$ cat config.mk
export PLATFORM = sky130hd
export DESIGN_NAME = hermes_cfg_ctrl
export DESIGN_NICKNAME = d
export VERILOG_FILES = /design/src/rtl/hermes_cfg_ctrl.sv
export SDC_FILE = /design/constraint.sdc
export NUM_CORES = 1
export LEC_CHECK = 0
export ABC_AREA = 1
export BUFFER_PORTS_ARGS = -buffer_cell sky130_fd_sc_hd__buf_4
export CAP_MARGIN = 20
export CORE_MARGIN = 3
export CORE_UTILIZATION = 57
export DETAILED_ROUTE_END_ITERATION = 7
export PLACE_DENSITY = 0.86
export SLEW_MARGIN = 0
export SYNTH_ARGS = -nofsm -noshare
export SYNTH_HDL_FRONTEND = slang
export SYNTH_SLANG_ARGS = --single-unit
$ cat constraint.sdc
create_clock -name clk -period 2.21 [get_ports clk]
set_input_delay 0.221 -clock clk [delete_from_list [all_inputs] [get_ports clk]]
set_output_delay 0.221 -clock clk [all_outputs]
set_load 0.01 [all_outputs]
$ cat src/rtl/hermes_cfg_ctrl.sv
// Hermes MAC/IP config controller: shadow register file written over a 32-bit port,
// committed atomically into the active record after the datapath drains.
module hermes_cfg_ctrl #(
    parameter int DRAIN_TIMEOUT = 1024,
    parameter int SETTLE_CYCLES = 4
) (
    input  logic        clk,
    input  logic        rst_n,
    input  logic        reg_wr_en,
    input  logic        reg_rd_en,
    input  logic [2:0]  reg_addr,
    input  logic [31:0] reg_wr_data,
    output logic [31:0] reg_rd_data,
    output logic        reg_rd_vld,
    input  logic        dp_idle,
    output logic        cfg_vld,
    output logic [47:0] cfg_fpga_mac,
    output logic [31:0] cfg_fpga_ip,
    output logic [47:0] cfg_host_mac,
    output logic [31:0] cfg_host_ip,
    output logic        busy
);

    localparam int DW = $clog2(DRAIN_TIMEOUT + 1);
    localparam int SW = $clog2(SETTLE_CYCLES + 1);

    typedef enum logic [1:0] {
        ST_IDLE,
        ST_DRAIN,
        ST_SWAP,
        ST_SETTLE
    } state_e;

    state_e        state_q, state_d;
    logic [DW-1:0] drain_cnt_q, drain_cnt_d;
    logic [SW-1:0] settle_cnt_q, settle_cnt_d;

    logic [47:0]   sh_fpga_mac_q, sh_fpga_mac_d;
    logic [31:0]   sh_fpga_ip_q, sh_fpga_ip_d;
    logic [47:0]   sh_host_mac_q, sh_host_mac_d;
    logic [31:0]   sh_host_ip_q, sh_host_ip_d;

    logic [47:0]   act_fpga_mac_q, act_fpga_mac_d;
    logic [31:0]   act_fpga_ip_q, act_fpga_ip_d;
    logic [47:0]   act_host_mac_q, act_host_mac_d;
    logic [31:0]   act_host_ip_q, act_host_ip_d;

    logic          cfg_vld_q, cfg_vld_d;
    logic          wr_err_q, wr_err_d;
    logic          timeout_q, timeout_d;
    logic [15:0]   commit_cnt_q, commit_cnt_d;
    logic [31:0]   rd_data_q, rd_data_d;
    logic          rd_vld_q, rd_vld_d;

    logic          wr_ctrl, wr_shadow, is_idle;
    logic          commit_req, disable_req, clr_wr_err, clr_timeout;
    logic          wr_err_set, timeout_set;
    logic [31:0]   rd_mux, status_word;

    assign is_idle     = (state_q == ST_IDLE);
    assign wr_ctrl     = reg_wr_en && (reg_addr == 3'd6);
    assign wr_shadow   = reg_wr_en && (reg_addr <= 3'd5);
    assign commit_req  = wr_ctrl && reg_wr_data[0];
    assign disable_req = wr_ctrl && reg_wr_data[1];
    assign clr_wr_err  = wr_ctrl && reg_wr_data[2];
    assign clr_timeout = wr_ctrl && reg_wr_data[3];

    assign status_word = {commit_cnt_q, 12'h000, timeout_q, wr_err_q, cfg_vld_q, ~is_idle};

    // Read mux sees only registered state, so a same-cycle write returns the old value.
    always_comb begin
        rd_mux = '0;
        case (reg_addr)
            3'd0: rd_mux = sh_fpga_mac_q[31:0];
            3'd1: rd_mux = {16'h0000, sh_fpga_mac_q[47:32]};
            3'd2: rd_mux = sh_fpga_ip_q;
            3'd3: rd_mux = sh_host_mac_q[31:0];
            3'd4: rd_mux = {16'h0000, sh_host_mac_q[47:32]};
            3'd5: rd_mux = sh_host_ip_q;
            3'd7: rd_mux = status_word;
            default: rd_mux = '0;
        endcase
    end

    // NOTE: every _d gets its _q as a default before any branch, so no path can infer a latch.
    always_comb begin
        state_d        = state_q;
        drain_cnt_d    = drain_cnt_q;
        settle_cnt_d   = settle_cnt_q;
        sh_fpga_mac_d  = sh_fpga_mac_q;
        sh_fpga_ip_d   = sh_fpga_ip_q;
        sh_host_mac_d  = sh_host_mac_q;
        sh_host_ip_d   = sh_host_ip_q;
        act_fpga_mac_d = act_fpga_mac_q;
        act_fpga_ip_d  = act_fpga_ip_q;
        act_host_mac_d = act_host_mac_q;
        act_host_ip_d  = act_host_ip_q;
        cfg_vld_d      = cfg_vld_q;
        commit_cnt_d   = commit_cnt_q;
        wr_err_set     = 1'b0;
        timeout_set    = 1'b0;
        rd_vld_d       = reg_rd_en;
        rd_data_d      = reg_rd_en ? rd_mux : 32'h0;

        case (state_q)
            ST_IDLE: begin
                if (commit_req) begin
                    state_d     = ST_DRAIN;
                    drain_cnt_d = '0;
                    cfg_vld_d   = 1'b0;
                end else if (disable_req) begin
                    cfg_vld_d = 1'b0;
                end
            end
            ST_DRAIN: begin
                if (dp_idle) begin
                    state_d = ST_SWAP;
                end else if (drain_cnt_q == DW'(DRAIN_TIMEOUT - 1)) begin
                    state_d     = ST_SWAP;
                    timeout_set = 1'b1;
                end else begin
                    drain_cnt_d = drain_cnt_q + 1'b1;
                end
            end
            ST_SWAP: begin
                act_fpga_mac_d = sh_fpga_mac_q;
                act_fpga_ip_d  = sh_fpga_ip_q;
                act_host_mac_d = sh_host_mac_q;
                act_host_ip_d  = sh_host_ip_q;
                if (commit_cnt_q != 16'hFFFF) begin
                    commit_cnt_d = commit_cnt_q + 16'd1;
                end
                settle_cnt_d = '0;
                state_d      = ST_SETTLE;
            end
            ST_SETTLE: begin
                if (settle_cnt_q == SW'(SETTLE_CYCLES - 1)) begin
                    state_d   = ST_IDLE;
                    cfg_vld_d = 1'b1;
                end else begin
                    settle_cnt_d = settle_cnt_q + 1'b1;
                end
            end
            default: state_d = ST_IDLE;
        endcase

        // Shadow is frozen while a commit is in flight so the swapped record is the one committed.
        if (wr_shadow) begin
            if (is_idle) begin
                case (reg_addr)
                    3'd0: sh_fpga_mac_d[31:0]  = reg_wr_data;
                    3'd1: sh_fpga_mac_d[47:32] = reg_wr_data[15:0];
                    3'd2: sh_fpga_ip_d         = reg_wr_data;
                    3'd3: sh_host_mac_d[31:0]  = reg_wr_data;
                    3'd4: sh_host_mac_d[47:32] = reg_wr_data[15:0];
                    3'd5: sh_host_ip_d         = reg_wr_data;
                    default: ;
                endcase
            end else begin
                wr_err_set = 1'b1;
            end
        end

        wr_err_d  = (wr_err_q & ~clr_wr_err) | wr_err_set;
        timeout_d = (timeout_q & ~clr_timeout) | timeout_set;
    end

    // NOTE: sequential state uses non-blocking assignments only; all registers, including the
    // shadow and active records, are reset so an aborted commit leaves nothing behind.
    always_ff @(posedge clk or negedge rst_n) begin
        if (!rst_n) begin
            state_q        <= ST_IDLE;
            drain_cnt_q    <= '0;
            settle_cnt_q   <= '0;
            sh_fpga_mac_q  <= '0;
            sh_fpga_ip_q   <= '0;
            sh_host_mac_q  <= '0;
            sh_host_ip_q   <= '0;
            act_fpga_mac_q <= '0;
            act_fpga_ip_q  <= '0;
            act_host_mac_q <= '0;
            act_host_ip_q  <= '0;
            cfg_vld_q      <= 1'b0;
            wr_err_q       <= 1'b0;
            timeout_q      <= 1'b0;
            commit_cnt_q   <= '0;
            rd_data_q      <= '0;
            rd_vld_q       <= 1'b0;
        end else begin
            state_q        <= state_d;
            drain_cnt_q    <= drain_cnt_d;
            settle_cnt_q   <= settle_cnt_d;
            sh_fpga_mac_q  <= sh_fpga_mac_d;
            sh_fpga_ip_q   <= sh_fpga_ip_d;
            sh_host_mac_q  <= sh_host_mac_d;
            sh_host_ip_q   <= sh_host_ip_d;
            act_fpga_mac_q <= act_fpga_mac_d;
            act_fpga_ip_q  <= act_fpga_ip_d;
            act_host_mac_q <= act_host_mac_d;
            act_host_ip_q  <= act_host_ip_d;
            cfg_vld_q      <= cfg_vld_d;
            wr_err_q       <= wr_err_d;
            timeout_q      <= timeout_d;
            commit_cnt_q   <= commit_cnt_d;
            rd_data_q      <= rd_data_d;
            rd_vld_q       <= rd_vld_d;
        end
    end

    assign reg_rd_data  = rd_data_q;
    assign reg_rd_vld   = rd_vld_q;
    assign cfg_vld      = cfg_vld_q;
    assign cfg_fpga_mac = act_fpga_mac_q;
    assign cfg_fpga_ip  = act_fpga_ip_q;
    assign cfg_host_mac = act_host_mac_q;
    assign cfg_host_ip  = act_host_ip_q;
    assign busy         = ~is_idle;

endmodule

==> flow_summary.toml, run 1 <==
[critical_path]
cp_num_buf_inv = 2
crit_chain = "inv_1 > ha_1 > nand3_4 > nor2_4 > buf_4 > nand2_1 > o21ai_0"
slowest_delay_ps = 440
crit_path_top_delay_cell = "buf_4"
end_kind = "register"
crit_fanout = 42
reg2reg_slack_ps = 270
path_class = "register to register"
worstPathArrival_ps = 2360
worstPathRequired_ps = 2630
startpoint_type = "register"
cpLargestDelayFamily = "buffers and inverters"

[cts]
htreeDepth = 2
clk_latency_ps = 530
cts-resized-gates = 0
clkSinkCount = 388
clk_pin_slew_worst_paths_ps = 60
root_buffer = "clkbuf_16"
clk_path_buf_depth = 3
cts_tree = "built"
cts_buffers = 39

[yosys]
synthAdderAreaFrac_pct = 0.6261
syn-cell-area_um2 = 15990
synth_cell_types = 32
synth_top_family_by_area = "simple AND/OR/NAND/NOR gates"
synthMuxAreaShare_pct = 3.381
ys_warn_count = 0
syn_inst = 1739
yosys.area.top_type_share_pct = 60.73
synth_edf_count = 0
synth_xor_area_share_pct = 0.6574
synth_compound_area_share_pct = 11.05
synth_simple_gate_area_share_pct = 17.37
synth_top_cell_by_area = "dfrtp_1"
synth_area_leaders = "dfrtp_1 (61%), nand2_1 (13%), o21ai_0 (7.6%), inv_1 (3.7%), mux2_2 (3.4%)"
async_flop_share_pct = 100.0
synth_flop_cell = "dfrtp_1"
yosysSeqAreaShare_pct = 60.73
ys_ff_latch = 388
avgSynthCellArea_um2 = 9.193
syn-num-nets = 1787

[placement]
port_buffers = 234
place_ws_ps = 351.0
gp_congestion = 0.8901
dp.final_hpwl_mm = 29.61

[route]
drcViolationCount = 0
avgRoutedWirePerCell_um = 18.83
drtPass1Iterations = 6
dr_wl_met3_mm = 3.856
met2WireLength_mm = 21.55
routed_wl_mm = 45.35
num_vias = 13520
detail-route-antenna-nets = 0
wl_met1_mm = 17.82
top_layer = "met4"
drtIter0Drc = 1278
routed_via_density = 5.616

[timing]
hold_violations = 0
worst_pin_slew_ps = 757.7
grt_setup_unrepaired = "false"
hold_slack_ps = 76.78
finalSetupTns_ps = 0
finalSetupViolations = 0
maxSlewViolCount = 0
post-route-period-util_pct = 87.84
fin_crit_ps = 1941
relSlewSlack_pct = 49.34
skew_ps = 18.65
setup_ws_ps = 268.8
max_freq_mhz = 515.2

[final_layout]
mostFrequentLayoutCell = "nand2_1"
drive_above_1_share_pct = 19.79
diodes = 0
ff_latch_area_um2 = 9709
final_cell_mix = "nand2_1 (557), dfrtp_1 (388), buf_4 (264)"
fin_nets = 2055
area_delta_synth_final_pct = 24.54
fill_cells = 1894
multi_input_area_um2 = 5304

[power]
p_leak_nw = 9.807
p_total_mw = 28.06
peakVddDrop_mv = 0.7616
p_seq_share_pct = 43.2
switching_share_pct = 36.28
powerDensity_nw_per_um2 = 1409
p_int_mw = 17.88
p_sw_mw = 10.18
clkPwrFrac_pct = 22.7
power_frac_comb_pct = 34.1

[grt]
grt_pass1_wl_mm = 71.93
antenna_found_initial = 0
globalRouteOverflowTotal = 0
grt.total_usage_pct = 29.75
grt_start_max_net_pins = 82
grt_pass1_vias = 13520

[floorplanning]
rows = 60
start_util_pct = 58.66
ioPinCount = 235
die_w_um = 173.5
dieArea_um2 = 30090
die_h_um = 173.5
core_region_area_um2 = 27250

[outcome]
status = "finished, final reports clean"

[flow_run]
drv_cap = 0

[hold_path]
min_path_type = "primary input to register"
[cells in the mapped netlist, types with 3 or more instances]
cell type,count
nor2_4,4
xor2_1,10
a21oi_1,25
clkbuf_1,51
nor2_2,3
o21ai_0,244
dfrtp_1,388
nand4_1,8
o22ai_1,27
o211ai_1,24
buf_4,8
nand2_1,557
nand3_1,27
buf_2,22
nor2_1,103
ha_1,8
mux2_2,48
inv_1,157
o21ai_1,5
[repair_timing]
action / CTS / global route
hold buffers: 36 / 0
setup buffers: 0 / 0
hold endpoints to repair: 210 / 0
[flip-flops by register name, summed over array words and instances (netlist names)]
register and count:
wr_err_q 1, sh_fpga_mac_q 48, cfg_fpga_ip 32, sh_fpga_ip_q 32, sh_host_mac_q 48, sh_host_ip_q 32, cfg_fpga_mac 48, settle_cnt_q 3
cfg_host_ip 32, reg_rd_data 32, drain_cnt_q 11, cfg_host_mac 48, state_q 2, commit_cnt_q 16, cfg_vld 1, reg_rd_vld 1
timeout_q 1
[area by class of cell]
cell class,instances,share of cell area (%)
sequential,388,48.77
clock inverter,12,0.4085
inverter,159,3.035
clock buffer,58,5.869
timing repair buffer,312,12.95
tap,372,2.338
multi-input combinational,1107,26.64
[worst reg2reg max path: stages, from the launching register on]
cell	delay, ps
dfrtp_1	420
inv_1	100
ha_1	220
nand3_4	190
nor2_4	140
buf_4	440
nand2_1	180
o21ai_0	150
[power groups by stage]
stage	logic, mW	registers (mW)	clock network, mW
after floorplan	4.44	12.3	0
after global placement	8.95	12.0	0
after detailed placement	9.36	12.1	0
after CTS	9.56	12.0	6.43
after global routing	10.6	12.4	6.74
final	9.57	12.1	6.36
[stage by stage]
step / utilization [%] / area [µm²] / std cells
2_1_floorplan: - / 15990 / 1739
5_1_grt: 73.06 / 19910 / 2408
3_5_place_dp: 67.15 / 18300 / 2302
4_1_cts: 73.06 / 19910 / 2408
3_3_place_gp: 67.15 / 18300 / 2302
6_report: 73.06 / 19910 / 2408
[logic make-up (layout without fill, tap and decap cells)]
family | Yosys count | count (layout)
adder cells (fa/ha/maj) | 8 | 8
XOR/XNOR | 12 | 12
multiplexers | 48 | 48
flip-flops | 388 | 388
AO/OA/AOI/OAI | 331 | 331
buffers and inverters | 244 | 541
AND/OR/NAND/NOR | 708 | 708
[per-layer routing]
| layer | vias up | global-route usage (%) |
|---|---|---|
| met1 | 6613 | 39.33 |
| li1 | 6070 | - |
| met5 | - | 0 |
| met3 | 141 | 5.344 |
| met2 | 700 | 48.29 |
| met4 | 0 | 13.78 |
[worst paths after layout]
path                                  start           endpoint  cells past startpoint
hold reg to reg            cfg_host_mac[40]   cfg_host_mac[40]                      2
hold / removal                  reg_addr[2]           wr_err_q                      4
max in group asynchronous             rst_n    reg_rd_data[14]                      3
min in group asynchronous             rst_n  sh_fpga_mac_q[28]                      2
setup reg to reg                 state_q[0]  sh_host_mac_q[14]                      7
setup / recovery                 state_q[0]  sh_host_mac_q[14]                      7
Note: power is estimated with default switching activity, not from simulation.
==> run 2: changes to the inputs <==
--- a/config.mk
+++ b/config.mk
@@ -11,7 +11,7 @@
 export CORE_MARGIN = 3
 export CORE_UTILIZATION = 57
 export DETAILED_ROUTE_END_ITERATION = 7
-export PLACE_DENSITY = 0.86
+export PLACE_DENSITY = 0.83
 export SLEW_MARGIN = 0
 export SYNTH_ARGS = -nofsm -noshare
 export SYNTH_HDL_FRONTEND = slang
==> constraint.sdc (replaced) <==
create_clock -name clk -period 2.2 [get_ports clk]
set_input_delay 0.22 -clock clk [delete_from_list [all_inputs] [get_ports clk]]
set_output_delay 0.22 -clock clk [all_outputs]
set_load 0.01 [all_outputs]
==> run 2 against run 1 <==
Net effect:
- clock-buffer cell count is 1 lower
- largest cell class unchanged
- flip-flop and latch count stayed put
- sequential power hardly changed
- clock power is 8.3% higher
- largest power group unchanged
==> flow_summary.toml, run 2 (synthesis gave the netlist of run 1 again) <==
[outcome]
status = "finished, final reports clean"

[route]
routed_wl_mm = 45.32
num_vias = 13440
routed_via_density = 5.589
drtPass1Iterations = 7
drtIter0Drc = 1204
avgRoutedWirePerCell_um = 18.85
detail-route-antenna-nets = 0
drcViolationCount = 0

[critical_path]
crit_path_top_delay_cell = "dfrtp_1"
path_class = "register to output port"
worstPathRequired_ps = 1980
slowest_delay_ps = 400
crit_chain = "inv_1 > ha_1 > buf_4 > inv_1 > buf_4"
worstPathArrival_ps = 1650
crit_fanout = 7
startpoint_type = "register"
end_kind = "output port"

[floorplanning]
die_h_um = 173.5
rows = 60
core_region_area_um2 = 27250
ioPinCount = 235
start_util_pct = 58.66
dieArea_um2 = 30090
die_w_um = 173.5

[timing]
maxSlewViolCount = 0
fin_crit_ps = 1870
worst_pin_slew_ps = 686.0
finalSetupTns_ps = 0
max_freq_mhz = 534.7
post-route-period-util_pct = 85.01
relSlewSlack_pct = 54.14
grt_setup_unrepaired = "false"
hold_slack_ps = 24.35
skew_ps = 24.47
hold_violations = 0
finalSetupViolations = 0

[cts]
htreeDepth = 2
clkSinkCount = 388
clk_latency_ps = 530
clk_path_buf_depth = 3
clk_pin_slew_worst_paths_ps = 60
cts_buffers = 39
cts_tree = "built"
cts-resized-gates = 0
root_buffer = "clkbuf_16"

[final_layout]
utilization_pct = 73.31
drive_above_1_share_pct = 19.70
mostFrequentLayoutCell = "nand2_1"
fin_nets = 2051
area_delta_synth_final_pct = 24.97
final_cells = 2404
final_cell_mix = "nand2_1 (557), dfrtp_1 (388), buf_4 (261)"
fill_cells = 1927

[hold_path]
min_path_type = "primary input to register"

[grt]
antenna_found_initial = 1
globalRouteOverflowTotal = 0
grt_pass1_vias = 13510
grt_start_max_net_pins = 66
grt.total_usage_pct = 30.06
grt_pass1_wl_mm = 72.89

[placement]
gp_congestion = 0.8788
dp.final_hpwl_mm = 29.79
port_buffers = 234
dp.cells = 2299

[power]
peakVddDrop_mv = 0.8520
powerDensity_nw_per_um2 = 1433
p_total_mw = 28.64
p_leak_nw = 9.833

[flow_run]
drv_cap = 0
## run 2: cell types whose count changed in the layout (fill, tap and decap cells not counted)
cell / delta
clkbuf_1: -2
clkinvlp_4: -1
buf_4: -3
clkinv_4: -1
bufinv_16: +4
dlygate4sd3_1: -1
clkbuf_8: +1
diode_2: +2
clkinv_2: -3
## run 2: layer usage
| metal | GRT usage [%] | vias to the layer above | share of wire, % |
|---|---|---|---|
| li1 | - | 6078 | - |
| met1 | 39.25 | 6524 | 40 |
| met2 | 49.50 | 676 | 48 |
| met3 | 5.344 | 157 | 7.9 |
| met4 | 13.68 | 0 | 4.6 |
| met5 | 0 | - | 0 |
## run 2: stage by stage
step / area, µm² / setup WS [ps]
detailed placement: 18280 / 388.5
finish: 19980 / 329.7
global route: 19980 / 225.9
global placement: 18280 / 453.1
floorplan: 15990 / 450.9
CTS: 19970 / 330.0
## run 2: path summary, 6_finish.rpt
kind,from,endpoint,slack [ps],depth (start not counted)
max in group asynchronous,rst_n,cfg_fpga_mac[34],1240,3
hold reg to reg,cfg_fpga_ip[31],cfg_fpga_ip[31],470,2
setup reg to reg,state_q[0],sh_fpga_mac_q[14],360,7
min in group asynchronous,rst_n,cfg_fpga_mac[30],210,2
hold / removal,reg_wr_data[1],sh_fpga_mac_q[1],20,3
setup / recovery,state_q[0],busy,330,5
## run 2: area by class of cell
cell class / instances / area, µm² / share of cell area, %
Sequential cell: 388 / 9709 / 48.60
Multi-Input combinational cell: 1107 / 5304 / 26.55
Timing Repair Buffer: 308 / 2545 / 12.74
Clock buffer: 57 / 1175 / 5.881
Inverter: 159 / 604.3 / 3.025
Tap cell: 372 / 465.4 / 2.330
Clock inverter: 11 / 170.2 / 0.8518
Antenna cell: 2 / 5.005 / 0.02505
## run 2: where the power goes
part / leakage, nW / internal, mW / switching [mW] / total, mW
Sequential: 4.76 / 10.3 / 1.91 / 12.2
Clock: 0.667 / 4.17 / 2.71 / 6.89
Combinational: 4.40 / 3.98 / 5.59 / 9.57
Total: 9.83 / 18.4 / 10.2 / 28.6
## run 2: timing repair
action | CTS | global route
setup buffers | 0 | 0
hold endpoints to repair | 217 | 0
hold buffers | 35 | 0
## run 2: worst max-delay path, delay by kind of cell (launching register included)
kind / cells / cell delay (ps)
adders and majority gates: 1 / 240
DFF: 1 / 400
buffers and inverters: 4 / 510
